==> src/rtl/c2c_arbiter.sv <==
// Two-requester round-robin arbiter for a shared c2c_data memory bus.
// Grants are registered; the slave-side mux and ack routing follow the grant combinationally.
module c2c_arbiter #(
  parameter int XLEN    = 32,
  parameter int TIMEOUT = 255
) (
  input  logic            clk,
  input  logic            rst,
  // requester 0 (instruction fetch)
  input  logic [XLEN-1:0] m0_addr,
  input  logic [XLEN-1:0] m0_data_w,
  input  logic [3:0]      m0_sel,
  input  logic            m0_re,
  input  logic            m0_we,
  output logic            m0_ack,
  output logic [XLEN-1:0] m0_data_r,
  // requester 1 (load/store unit)
  input  logic [XLEN-1:0] m1_addr,
  input  logic [XLEN-1:0] m1_data_w,
  input  logic [3:0]      m1_sel,
  input  logic            m1_re,
  input  logic            m1_we,
  output logic            m1_ack,
  output logic [XLEN-1:0] m1_data_r,
  // shared memory-side bus
  output logic [XLEN-1:0] s_addr,
  output logic [XLEN-1:0] s_data_w,
  output logic [3:0]      s_sel,
  output logic            s_re,
  output logic            s_we,
  input  logic            s_ack,
  input  logic [XLEN-1:0] s_data_r,
  // status
  output logic            bus_err,
  output logic [1:0]      grant
);

  typedef enum logic [1:0] {
    IDLE = 2'd0,
    GNT0 = 2'd1,
    GNT1 = 2'd2
  } state_t;

  // The counter equals the number of completed wait cycles, so the last
  // permitted grant cycle is the one where it reads TIMEOUT-1.
  localparam logic [15:0] LAST_WAIT = 16'(TIMEOUT - 1);

  state_t      state;
  logic        last_m1;
  logic [15:0] wait_cnt;

  logic pend0;
  logic pend1;
  logic own_pend;
  logic timed_out;

  assign pend0     = m0_re | m0_we;
  assign pend1     = m1_re | m1_we;
  assign timed_out = (wait_cnt == LAST_WAIT);

  // NOTE: every signal written here gets a default first, so no latch is inferred.
  always_comb begin
    own_pend = 1'b0;
    s_addr   = '0;
    s_data_w = '0;
    s_sel    = '0;
    s_re     = 1'b0;
    s_we     = 1'b0;
    m0_ack   = 1'b0;
    m1_ack   = 1'b0;
    case (state)
      GNT0: begin
        own_pend = pend0;
        s_addr   = m0_addr;
        s_data_w = m0_data_w;
        s_sel    = m0_sel;
        s_re     = m0_re;
        s_we     = m0_we;
        m0_ack   = s_ack;
      end
      GNT1: begin
        own_pend = pend1;
        s_addr   = m1_addr;
        s_data_w = m1_data_w;
        s_sel    = m1_sel;
        s_re     = m1_re;
        s_we     = m1_we;
        m1_ack   = s_ack;
      end
      default: ;
    endcase
  end

  assign m0_data_r = s_data_r;
  assign m1_data_r = s_data_r;

  // NOTE: sequential state uses non-blocking assignments so every flop sees pre-edge values.
  always_ff @(posedge clk or posedge rst) begin
    if (rst) begin
      state    <= IDLE;
      grant    <= 2'b00;
      last_m1  <= 1'b1;
      wait_cnt <= '0;
      bus_err  <= 1'b0;
    end else begin
      case (state)
        IDLE: begin
          wait_cnt <= '0;
          // On a tie the requester not served most recently wins.
          if (pend0 && (!pend1 || last_m1)) begin
            state <= GNT0;
            grant <= 2'b01;
          end else if (pend1) begin
            state <= GNT1;
            grant <= 2'b10;
          end
        end
        GNT0, GNT1: begin
          if (s_ack || !own_pend || timed_out) begin
            state   <= IDLE;
            grant   <= 2'b00;
            last_m1 <= (state == GNT1);
            // Ack wins over a coincident timeout; an abort is not an error.
            if (!s_ack && own_pend) begin
              bus_err <= 1'b1;
            end
          end else begin
            wait_cnt <= wait_cnt + 16'd1;
          end
        end
        default: begin
          state <= IDLE;
          grant <= 2'b00;
        end
      endcase
    end
  end

endmodule

==> config.mk <==
export PLATFORM = sky130hd
export DESIGN_NAME = c2c_arbiter
export DESIGN_NICKNAME = d
export VERILOG_FILES = /design/src/rtl/c2c_arbiter.sv
export SDC_FILE = /design/constraint.sdc
export NUM_CORES = 1
export LEC_CHECK = 0
export BUFFER_PORTS_ARGS = -buffer_cell sky130_fd_sc_hd__buf_4
export CAP_MARGIN = 5
export CORE_AREA = 2 2 123 125
export CTS_BUF_LIST = sky130_fd_sc_hd__clkbuf_8 sky130_fd_sc_hd__clkbuf_16
export DETAILED_ROUTE_END_ITERATION = 12
export DIE_AREA = 0 0 125 127
export PLACE_DENSITY = 0.5
export SLEW_MARGIN = 20
export SYNTH_ARGS = -nofsm -noshare
export SYNTH_HDL_FRONTEND = slang
export SYNTH_SLANG_ARGS = --single-unit
==> constraint.sdc <==
create_clock -name clk -period 3.1 [get_ports clk]
set_input_delay 0.31 -clock clk [delete_from_list [all_inputs] [get_ports clk]]
set_output_delay 0.31 -clock clk [all_outputs]
set_load 0.01 [all_outputs]
# Word-level counts from Yosys, hierarchy flattened
# Cells that the tools add are included.
# word_totals
in_bits	175
word_cells	42
reg_bits	20
# op_classes
n_eq_ne	6
mux	14
add_sub_neg	1
n_reduce_logical	15
bitwise	2
# ops
op	n
$pmux W32 S2	2
$pmux W16 S2	1
$add A16 B1 Y16 const B	1
$eq A16 B8 Y1 const B	1
$mux W16	1
$pmux W4 S2	1
$mux W2	3
$pmux W1 S2	3
$reduce_and A2 Y1	3
$ne A2 B2 Y1 const B	2
$pmux W2 S2	1
$logic_not A1 Y1	3
$logic_or A1 B1 Y1	3
$ne A3 B3 Y1 const B	1
$reduce_and A3 Y1	1
$eq A2 B1 Y1 const B	1
$eq A2 B2 Y1 const B	1
$logic_and A1 B1 Y1	2
$logic_not A2 Y1	1
$mux W1	2
$or A1 B1 Y1	2
$reduce_bool A2 Y1	1
$reduce_or A2 Y1	1

# Longest topological paths before layout
# depth
depth_word	7
ltp_mapped	8

# Least setup slack after synthesis
# OpenSTA, ideal clock, no wires.
# synth_path
path_type	flip-flop to flip-flop
from	register wait_cnt[0]
to	register wait_cnt[14]
arrival_time_ns	2.150
n_path_buf	1
slack_ns	0.883
setup_ns	0.066
stages_incl_launch_ff	8
required_ns	3.034
path_cell_list	dfrtp_1 inv_1 ha_1 or4b_4 or4_4 buf_6 a21boi_4 a221o_1
# synth_via
elab_chain_cells	4
elab_cells_between_ends	7
# synth_rtl
item	line_no	text
start: declaration	50	logic [15:0] wait_cnt;
start signal: assignment	128	wait_cnt <= wait_cnt + 16'd1;
branches (longest 4 deep; another with $add A16 B1 Y16)	n/a	
# Parallel ways; which one is timed is not known. The select of a mux whose other input is x is not followed.
# A chain may end at the register's enable or synchronous reset.

# Final worst setup path
# layout_path
from	register state[0]
to	output s_data_w[7]
# layout_via
elab_chain_cells	2
elab_cells_between_ends	3
# layout_rtl
item	line_no	text
start: declaration	48	state_t state;
start signal: assignment	100	state <= IDLE;
start signal: assignment	111	state <= GNT0;
start signal: assignment	114	state <= GNT1;
$eq A2 B2 Y1 / $eq A2 B1 Y1 (equally long branches)	71	case (state)
$pmux W32 S2 (*)	71	
end: declaration	27	output logic [XLEN-1:0] s_data_w,
# Every way passes the cells marked *; elsewhere a longest branch is shown, timed or not.

==> results_dict.tcl <==
set metrics [dict create \
    tightest_slew_ns 0.840 \
    cp.required_ns 2.79 \
    setup-tns-final_ns 0 \
    antenna_found_initial 0 \
    core_um2 14400 \
    cts_resized 0 \
    syn2layout_area_growth_pct 51.9 \
    setup_viol 0 \
    yosysSeqAreaShare_pct 18.6 \
    slew_headroom_pct 43.9 \
    ys_types 42 \
    grt_use_total_pct 16.9 \
    cts_max_level 1 \
    final_cell_mix "buf_4, nor2_1, a22oi_1, dfrtp_1" \
    placement_rows 44 \
    final_max_slew_viol_count 0 \
    port_buffers 217 \
    tritoncts "built" \
    endpoint_kind "primary output" \
    die_w_um 125 \
    clk_latency_ns 0.26 \
    holdWs_ns 0.224 \
    pwr_density_cell_nw_per_um2 622 \
    final_util_pct 28.5 \
    cts-buffers-inserted 3 \
    gp_congestion 0.858 \
    rsz0062_at_grt "false" \
    hold_viol 0 \
    synth-edff-count 0 \
    grt_pass1_vias 3364 \
    place.detailed.hpwl_um 11900 \
    max_freq_ghz 0.393 \
    syn_area_per_cell_um2 7.35 \
    status "completed" \
    yosysWarnings 0 \
    grt.overflow.total 0 \
    drt-vias-per-instance 4.88 \
    final_layout_size_suffix_gt1_share_pct 47.2 \
    fin_crit_sh_pct 82.1 \
    start_util_pct 18.7 \
    fill_cells 1597 \
    critical_path_peak_fanout 57 \
    leakage_nw 1.90 \
    ioPinCount 314 \
    clock_path_buffers 2 \
    cap_violations 0 \
    worstSetupStartpointType "register" \
    ant_nets 0 \
    clkSinkCount 20 \
    grt_first_pass_wirelength_um 20900 \
    num_vias 3355 \
    drc_errors 0 \
    cp.arrival_ns 2.24 \
    routedWlPerCell_um 21.0 \
    criticalPathCategory "register to primary output" \
    hold_class "primary input to async pin" \
    period_minus_slack_ns 2.55 \
    syn-num-nets 548 \
    skew_ns 0.00622 \
    cts_setup_buffers 0 \
    synth-seq-cells 20 \
    vdd_drop_max_uv 413 \
    first_pass_iters 4 \
    drtIter0Drc 226 \
    fp.dieArea_um2 15900 \
    grt_max_degree 72 \
    reg2regPathDepth 6 \
    diodes 0 \
    die_h_um 127 \
    layout_commonest_cell "buf_4" \
    synthArstFlopShare_pct 100 \
    syn_inst 368 \
    cts.clk_slew.worst_paths_ns 0.06 \
    crit_path_start "state[0]" \
    root_buffer "clkbuf_16" \
    wl_um 14400 \
    final_nets 685 \
    hold_buffers 0 \
    r2r_start "state[0]" \
    synth_flop_cell "dfrtp_1" \
    netlist_area_um2 2700 \
]
[critical path, stage by stage (launching register included)]
cell and delay [ns]:
dfrtp_1 0.38, inv_1 0.09, ha_1 0.34, inv_2 0.23, buf_4 0.54, nor2_1 0.17
buf_4 0.18
[per-stage QoR]
stage | cell area [um^2] | total power [mW] | instances | worst slack, ns
after CTS | 4110 | 2.59 | 688 | 0.524
after floorplan | 2700 | 1.46 | 368 | 0.883
after detailed placement | 4030 | 2.31 | 684 | 0.603
final | 4110 | 2.55 | 688 | 0.555
after global placement | 4030 | 2.29 | 684 | 0.709
after global routing | 4110 | 2.78 | 688 | 0.376
[power breakdown]
group,total [mW],internal [mW],switching [mW]
Combinational,1.96,0.791,1.17
Clock,0.279,0.172,0.106
Sequential,0.314,0.290,0.0238
Total,2.55,1.25,1.30
[registers in the layout, summed over array words and instances, names as in the netlist]
| signal | flops |
|---|---|
| wait_cnt | 16 |
| last_m1 | 1 |
| bus_err | 1 |
| state | 2 |
[metal layers]
layer | routed length [um] | share of wire (%) | vias to the layer above | GRT usage [%]
met5 | 0 | 0 | - | 0
met4 | 160 | 1.1 | 0 | 2.75
met3 | 1490 | 10 | 27 | 6.45
met2 | 6520 | 45 | 187 | 26.2
met1 | 6280 | 43 | 1569 | 22.8
li1 | - | - | 1572 | -
[cell families after synthesis]
kind of cell             share of synthesized area, %
adder cells (fa/ha/maj)                          2.31
buffers and inverters                            23.7
XOR/XNOR                                        0.324
AND/OR/NAND/NOR                                  24.7
AO/OA/AOI/OAI                                    29.9
multiplexers                                    0.416
flip-flops                                       18.6
[cell usage after synthesis (3+ instances only)]
| cell | instances | area (um^2) |
|---|---|---|
| dfrtp_1 | 19 | 475 |
| o21ai_0 | 6 | 30.0 |
| and3_1 | 3 | 18.8 |
| nor2_1 | 73 | 274 |
| nor4_1 | 5 | 31.3 |
| clkbuf_1 | 27 | 101 |
| nand3_1 | 7 | 35.0 |
| ha_1 | 5 | 62.6 |
| nand2_1 | 6 | 22.5 |
| a221o_1 | 6 | 60.1 |
| or4_1 | 5 | 37.5 |
| a22oi_1 | 72 | 541 |
| and2_1 | 7 | 43.8 |
| o211ai_1 | 6 | 45.0 |
| buf_4 | 64 | 480 |
| nand4_1 | 13 | 81.3 |
| inv_1 | 12 | 45.0 |
[final timing paths]
check	to	slack, ns
min in group clk	state[1]	0.45
setup / recovery	s_data_w[7]	0.55
setup reg to reg	wait_cnt[13]	0.59
hold reg to reg	bus_err	0.48
hold / removal	wait_cnt[8]	0.22
max in group asynchronous	wait_cnt[11]	2.35
[final cells by class]
type / instances / area (um^2) / area share (%)
timing repair buffer: 224 / 1680 / 41.0
multi-input combinational: 243 / 1570 / 38.1
sequential: 20 / 502 / 12.2
tap: 184 / 230 / 5.61
clock buffer: 3 / 75.1 / 1.83
inverter: 13 / 48.8 / 1.19
clock inverter: 1 / 3.75 / 0.0914
(Power assumes the default switching activity.)
